==> src/rtl/sram_arb2.sv <==
// sram_arb2: two-client arbiter in front of a single SRAM controller port.
// A two-state FSM grants one command at a time. Owners of accepted reads are
// recorded in a small tag FIFO so that returning read data, which arrives in
// order, can be strobed to the right client.
module sram_arb2 #(
  parameter int ADDR_WIDTH = 19,
  parameter int DATA_WIDTH = 8,
  parameter int TAG_DEPTH  = 4
) (
  input  logic                  clk,
  input  logic                  reset_l,
  // client 0
  input  logic                  c0_req,
  output logic                  c0_ack,
  input  logic [ADDR_WIDTH-1:0] c0_addr,
  input  logic                  c0_rh_wl,
  input  logic [DATA_WIDTH-1:0] c0_data_w,
  output logic [DATA_WIDTH-1:0] c0_data_r,
  output logic                  c0_data_r_en,
  // client 1
  input  logic                  c1_req,
  output logic                  c1_ack,
  input  logic [ADDR_WIDTH-1:0] c1_addr,
  input  logic                  c1_rh_wl,
  input  logic [DATA_WIDTH-1:0] c1_data_w,
  output logic [DATA_WIDTH-1:0] c1_data_r,
  output logic                  c1_data_r_en,
  // master side
  output logic                  m_req,
  input  logic                  m_ack,
  output logic [ADDR_WIDTH-1:0] m_addr,
  output logic                  m_rh_wl,
  output logic [DATA_WIDTH-1:0] m_data_w,
  input  logic [DATA_WIDTH-1:0] m_data_r,
  input  logic                  m_data_r_en,
  // status
  output logic                  err_orphan
);

  localparam int PTR_W = $clog2(TAG_DEPTH);
  localparam logic [PTR_W:0] FULL_CNT = (PTR_W+1)'(TAG_DEPTH);
  localparam logic [PTR_W:0] ONE_CNT  = (PTR_W+1)'(1);

  typedef enum logic {IDLE = 1'b0, GRANT = 1'b1} state_t;

  state_t           state_reg;
  logic             owner_reg;
  logic             prio_reg;
  logic             err_orphan_reg;
  logic [PTR_W-1:0] wr_ptr_reg;
  logic [PTR_W-1:0] rd_ptr_reg;
  logic [PTR_W:0]   count_reg;
  logic             tag_mem [TAG_DEPTH];

  // Client ports gathered into arrays so per-client logic is written once.
  logic [1:0]            req;
  logic [1:0]            rh_wl;
  logic [1:0]            eligible;
  logic [1:0]            ack;
  logic [1:0]            data_r_en;
  logic [ADDR_WIDTH-1:0] addr   [2];
  logic [DATA_WIDTH-1:0] data_w [2];

  logic in_grant;
  logic fifo_full;
  logic fifo_empty;
  logic push;
  logic pop;
  logic orphan;
  logic grant_sel;
  logic head_tag;

  assign req       = {c1_req, c0_req};
  assign rh_wl     = {c1_rh_wl, c0_rh_wl};
  assign addr[0]   = c0_addr;
  assign addr[1]   = c1_addr;
  assign data_w[0] = c0_data_w;
  assign data_w[1] = c1_data_w;

  assign in_grant   = (state_reg == GRANT);
  assign fifo_full  = (count_reg == FULL_CNT);
  assign fifo_empty = (count_reg == '0);
  assign head_tag   = tag_mem[rd_ptr_reg];

  // A read is tagged when the controller accepts it; returning data pops the
  // oldest tag. Data with no tag outstanding is an orphan and is dropped.
  assign push   = in_grant & m_ack & m_rh_wl;
  assign pop    = m_data_r_en & ~fifo_empty;
  assign orphan = m_data_r_en & fifo_empty;

  // Reads stall while every tag slot is in use; writes never do, so a write
  // wins over a blocked read even when the reader holds priority.
  genvar gi;
  generate
    for (gi = 0; gi < 2; gi++) begin : g_client
      assign eligible[gi]  = req[gi] & (~rh_wl[gi] | ~fifo_full);
      assign ack[gi]       = in_grant & m_ack & (owner_reg == 1'(gi));
      assign data_r_en[gi] = pop & (head_tag == 1'(gi));
    end
  endgenerate

  // Tie goes to prio; otherwise whichever client is eligible.
  assign grant_sel = (&eligible) ? prio_reg : eligible[1];

  assign c0_ack       = ack[0];
  assign c1_ack       = ack[1];
  assign c0_data_r_en = data_r_en[0];
  assign c1_data_r_en = data_r_en[1];

  // Read data is broadcast to both clients; only the strobes are routed.
  // Held at zero while reset is asserted so every output is quiet then.
  assign c0_data_r = reset_l ? m_data_r : '0;
  assign c1_data_r = reset_l ? m_data_r : '0;

  // Master command is the owner's command during GRANT and all-zero in IDLE.
  assign m_req    = in_grant;
  assign m_addr   = in_grant ? addr[owner_reg]   : '0;
  assign m_rh_wl  = in_grant ? rh_wl[owner_reg]  : 1'b0;
  assign m_data_w = in_grant ? data_w[owner_reg] : '0;

  assign err_orphan = err_orphan_reg;

  // Arbitration FSM: grant on an eligible request, release on m_ack.
  always_ff @(posedge clk or negedge reset_l) begin
    if (!reset_l) begin
      state_reg <= IDLE;
      owner_reg <= 1'b0;
      prio_reg  <= 1'b0;
    end else begin
      case (state_reg)
        IDLE: begin
          if (|eligible) begin
            owner_reg <= grant_sel;
            state_reg <= GRANT;
          end
        end
        GRANT: begin
          if (m_ack) begin
            prio_reg  <= ~owner_reg;
            state_reg <= IDLE;
          end
        end
        default: state_reg <= IDLE;
      endcase
    end
  end

  // Tag FIFO pointers, occupancy and the sticky orphan flag. An orphan return
  // never pops, so a read accepted in the same cycle still gets its tag.
  always_ff @(posedge clk or negedge reset_l) begin
    if (!reset_l) begin
      wr_ptr_reg     <= '0;
      rd_ptr_reg     <= '0;
      count_reg      <= '0;
      err_orphan_reg <= 1'b0;
    end else begin
      if (push) wr_ptr_reg <= wr_ptr_reg + 1'b1;
      if (pop)  rd_ptr_reg <= rd_ptr_reg + 1'b1;
      case ({push, pop})
        2'b10:   count_reg <= count_reg + ONE_CNT;
        2'b01:   count_reg <= count_reg - ONE_CNT;
        default: count_reg <= count_reg;
      endcase
      if (orphan) err_orphan_reg <= 1'b1;
    end
  end

  // Tag storage; contents are only meaningful between the pointers, so it
  // needs no reset.
  always_ff @(posedge clk) begin
    if (push) tag_mem[wr_ptr_reg] <= owner_reg;
  end

endmodule

==> config.mk <==
export PLATFORM = sky130hd
export DESIGN_NAME = sram_arb2
export DESIGN_NICKNAME = d
export VERILOG_FILES = /design/src/rtl/sram_arb2.sv
export SDC_FILE = /design/constraint.sdc
export NUM_CORES = 1
export LEC_CHECK = 0
export BUFFER_PORTS_ARGS = -buffer_cell sky130_fd_sc_hd__buf_4
export CORE_MARGIN = 2
export CORE_UTILIZATION = 34
export CTS_BUF_LIST = sky130_fd_sc_hd__clkbuf_4 sky130_fd_sc_hd__clkbuf_8 sky130_fd_sc_hd__clkbuf_16
export CTS_CLUSTER_DIAMETER = 60
export DETAILED_ROUTE_END_ITERATION = 10
export PLACE_DENSITY = 0.77
export REMOVE_ABC_BUFFERS = 1
export SKIP_CTS_REPAIR_TIMING = 1
export SLEW_MARGIN = 20
export SYNTH_ARGS = -nofsm -noshare
export SYNTH_HDL_FRONTEND = slang
export SYNTH_SLANG_ARGS = --single-unit
==> constraint.sdc <==
create_clock -name clk -period 1.8 [get_ports clk]
set_input_delay 0.18 -clock clk [delete_from_list [all_inputs] [get_ports clk]]
set_output_delay 0.18 -clock clk [all_outputs]
set_load 0.01 [all_outputs]
# Yosys cells after proc, flatten, opt, wreduce, memory -nomap -nowiden
# Memories as Yosys holds them, arrays and structs flattened.
# Index checks and enable logic that the tools add are counted.
# op_classes
order_cmp,2
n_bitwise,20
reduce_logical,6
eq_ne,3
addsub,4
n_mux,19
# op_table
op,n
$mux 19,4
$mux 8,5
$and 1x1->1,10
$mux 1,8
$not 1->1,7
$pmux 3 s2,1
$reduce_and 2->1,3
$add 2x1->2 const B,2
$add 3x1->3 const B,1
$eq 3x3->1 const B,1
$logic_not 3->1,1
$sub 3x1->3 const B,1
$eq 2x1->1 const B,1
$eq 2x2->1 const B,1
$ge 2x2->1 const B,1
$lt 1x2->1 const B,1
$not 1->2,1
$or 1x1->1,2
$pmux 1 s2,1
$reduce_bool 2->1,1
$reduce_or 2->1,1
# totals
input_bits,70
n_memories,1
elab_cells,62
ff_bits,11
output_inout_bits,50
ramBits,4
# memory_table
name,depth,word_bits,read_ports,rd_clocked_by_memory_dff,wr,line_no,source
tag_mem,4,1,1,0,1,53,logic tag_mem [TAG_DEPTH];

# Longest topological paths before layout
# logic_depth
ltp_word,7
ltp_mapped,10
ltp_nobuf,9

# Least setup slack after synthesis
# Ideal clock, no wire load.
# synth_timing
path_type,register -> register
start,register owner_reg
end,register count_reg[2]
arrival_time_ns,1.822
required_ns,1.721
stages_incl_launch_ff,11
synth_period_minus_slack_ns,1.902
setup_ns,0.079
slack_ns,-0.102
path_buffers,1
cell_sequence,dfrtp_1 buf_6 mux2i_4 nor2_4 inv_1 ha_1 inv_1 fa_1 xor2_1 nor2_1 xor2_1
# synth_between
elab_chain_cells,6
elab_cells_between_ends,8
classes_between,2 x eq/ne; 4 x mux; 1 x bitwise; 1 x reduce/logical
# synth_rtl
item,line_no,source
"start, declared",47,logic owner_reg;
"start signal, assigned",133,owner_reg <= grant_sel;
$mux 1 (not written as such) * (2 in a row),118,assign m_rh_wl = in_grant ? rh_wl[owner_reg] : 1'b0;
$mux 1 *,118,
$and 1x1->1 *,87,assign push = in_grant & m_ack & m_rh_wl;
$eq 2x1->1 or $eq 2x2->1 (tied branches),159,"case ({push, pop})"
$pmux 3 s2 or $reduce_bool 2->1 (tied branches),-,
"end signal, assigned",160,2'b10: count_reg <= count_reg + ONE_CNT;
"end signal, assigned",161,2'b01: count_reg <= count_reg - ONE_CNT;
"end signal, assigned",162,default: count_reg <= count_reg;
"end, declared",52,logic [PTR_W:0] count_reg;
# Every way passes the cells marked *; elsewhere a longest branch is shown, timed or not. The select of a mux whose other input is x is not followed.
# A chain may end at the register's enable or synchronous reset.

# Final worst setup path
# Ends and elaborated chain as after synthesis.

==> results.md <==
- Largest net degree at the start of global routing: 35
- Fin. Hold Viols: 0
- Area share of and/or/nand/nor cells after synthesis: roughly a fifth
- Fill cells: ~330
- Ant diodes: 0
- Slew @ Worst Pin: ~0.5 ns
- Syn Inst Count: ~140
- Pwr Total: between 2000 and 3000 uW
- Mapped Avg Cell Area: between 9 and 10 sq um
- Port bufs: approximately 120
- Top-Level Pins: 120
- Initial antenna violation count: 0
- # rows: 22
- Post-synthesis compound-gate area fraction: under 10%
- Grt ovf: 0
- CTS Sinks: 15
- TNS Setup: -0.03213 ns
- Top FF cell, synth: dfrtp_1
- Register bit total from synthesis: 15
- Post-synthesis adder-cell area fraction: 6.244%
- Cell Area, Synth: around 1300 sq um
- H-tree Lvls: 1
- Seq. cell area: around 400 sq um
- Async S/R FF share, synth: 73.33%
- Clock buffer depth: 2
- Cell internal pwr: 1776 uW
- Area contributors post-synth: mux2i_1, dfrtp_1, edfxtp_1
- Post-synth EDFFs: 4
- Mux contribution to synthesized area: between 20% and 30%
- Vias in the first global route: 1328
- Peak VDD IR: about 0.00068 V
- Top cell type's share of synthesized area: between 20% and 30%
- Routed vias: roughly 1400
- Core area: approximately 3700 sq um
- CP required: just under 2 ns
- GR Util met1: 15.79%
- Critical path class: reg -> reg
- Power density over cell area: around 1300 nW/um^2
- Routed length per instance: between 10 and 15 um
- Clock skew: around 0.0015 ns
- Layout area overhead: 74.46%
- RSZ-0062 raised after global routing: yes
- Fin nets: 335
- Status: finished with violations
- Die Span X: 66.37 um
- Failing checks: negative setup slack
- Gr usage total: ~15%
- Via density: approximately 4.6
- Final cycle utilization of the critical path: 101.8%
- CTS clk-pin slew, worst paths: 0.06 ns
- Final setup viols: 1
- Proportion of power drawn by the clock network: 9.7%
- 1st-pass router iterations: 4
- FF-to-FF setup slack: -0.03 ns
- Placed Cells: 300
- Post-synthesis sequential area ratio: 29.90%
- Post-route cell area: 2307 sq um
- Clock period minus final worst setup slack: about 1.8 ns
- Top-count cell post-synth: nor2_1
- Post-synth top area cell: mux2i_1
- Max Freq: between 0.5 and 0.6 GHz
- Crit start category: flip-flop
- Fin worst setup slack: -0.03213 ns
- Logic pwr share: about 69%
- Max FFs per register: 4
- Largest family of logic cells by synthesized area: multiplexers
- Final ANT Viol Nets: 0
- Share of power burned in registers: a little over a fifth
- Net Sw Frac: between 40 and 50%
- Worst slack, placed: -0.04565 ns
- GRT busiest layer: met2
- Clock Latency Late Sink: roughly 0.24 ns
- Area taken by multi-input logic gates: 812.0 sq um
- Net Switching: between 1000 and 1500 uW
- Synth cell count leaders: nor2_1, mux2i_1, and2_1
- Setup crit end kind: flip-flop
- Relative slew margins: around two thirds
- Met3 Resource Use GR: between 4 and 5%
- CTS tree: done
- Share of layout cells above drive strength 1: about 55%
- Synth Area in XOR/XNOR: ~4.0%
- Dpl hpwl: 3038 um
- CP max FO: 2
- YS warnings: 0
- Die area: between 4000 and 5000 sq um
- First-pass GRT wire length: around 5300 um
- Dpl cell area: 2226 sq um
- WP data arrival: 2.00 ns
- Final wirelength: 3669 um
- Drt drc: 0
- Max-slew violations: 0
- Chip height: approximately 66 um
- Lkg Pwr: about 0.0012 uW
- Max cap viols: 0
- Clock root cell: clkbuf_8
- Met2 Usage GRT: 30.38%
- Non-Filler Instances: slightly above 300
- RePlAce Congestion: ~0.84
- Num CTS Buffers: 3
- DR iter-0 viols: 65
- Hold/Removal Path Class: in -> reg
- Initial core utilization: 35.85%
- Synth cell types: 30
## metrics by stage
step | utilization (%) | hold slack (ns)
final | 62.55 | 0.1469
after detailed placement | 60.35 | 0.04603
after global placement | 60.35 | 0.04426
after global routing | 62.55 | 0.1566
after CTS | 61.67 | -0.2180
after floorplan | - | -0.1156
## cell families after synthesis
kind of cell    Yosys count
simple gates             54
mux                      32
buf+inv                  22
flops                    15
compound gates            6
xor+xnor                  6
fa+ha+maj                 6
## layout make-up
| class | count | area share [%] |
|---|---|---|
| Clock buffer | 4 | 2.115 |
| Inverter | 7 | 1.139 |
| Multi-Input combinational cell | 104 | 35.20 |
| Sequential cell | 15 | 17.19 |
| Tap cell | 48 | 2.603 |
| Timing Repair Buffer | 128 | 41.76 |
## worst max-delay path, stage by stage, from the launching register on
cell and delay, ns:
dfrtp_2 0.39, mux2i_4 0.26, nor2_4 0.05, inv_2 0.06, ha_4 0.14, inv_2 0.04
fa_2 0.38, xor2_1 0.15, nor2_1 0.13, xor2_1 0.15
## power groups by stage
stage | Combinational [uW] | Sequential [uW] | Clock [uW]
3_3_place_gp | 2000 | 621 | 0
5_1_grt | 2250 | 647 | 311
6_report | 2060 | 623 | 287
4_1_cts | 2050 | 625 | 291
3_5_place_dp | 2040 | 629 | 0
2_1_floorplan | 1020 | 751 | 0
## routing by layer
layer,share of wire [%],wire length (um)
met5,0,0
met4,0.22,8
met3,12,439
met2,53,1943
met1,35,1278
## cells in the final DEF, fill, tap and decap left out, types with 3 or more instances in the layout
cell type,instances
mux2i_1,29
nand2_1,3
ha_1,4
xnor2_1,3
nor2_1,30
and2_1,13
inv_1,5
buf_4,127
edfxtp_1,4
clkbuf_8,3
xor2_1,3
dfrtp_1,10
## worst paths after layout
| check | start | end | cells past startpoint |
|---|---|---|---|
| worst max register to register | owner_reg | count_reg[2] | 9 |
| min in group asynchronous | reset_l | rd_ptr_reg[0] | 2 |
| max in group asynchronous | reset_l | owner_reg | 2 |
| worst min register to register | err_orphan | err_orphan | 1 |
| worst min-delay path | m_data_r_en | err_orphan | 2 |
| worst max-delay path | owner_reg | count_reg[2] | 9 |
Note: power is estimated with default switching activity, not from simulation.
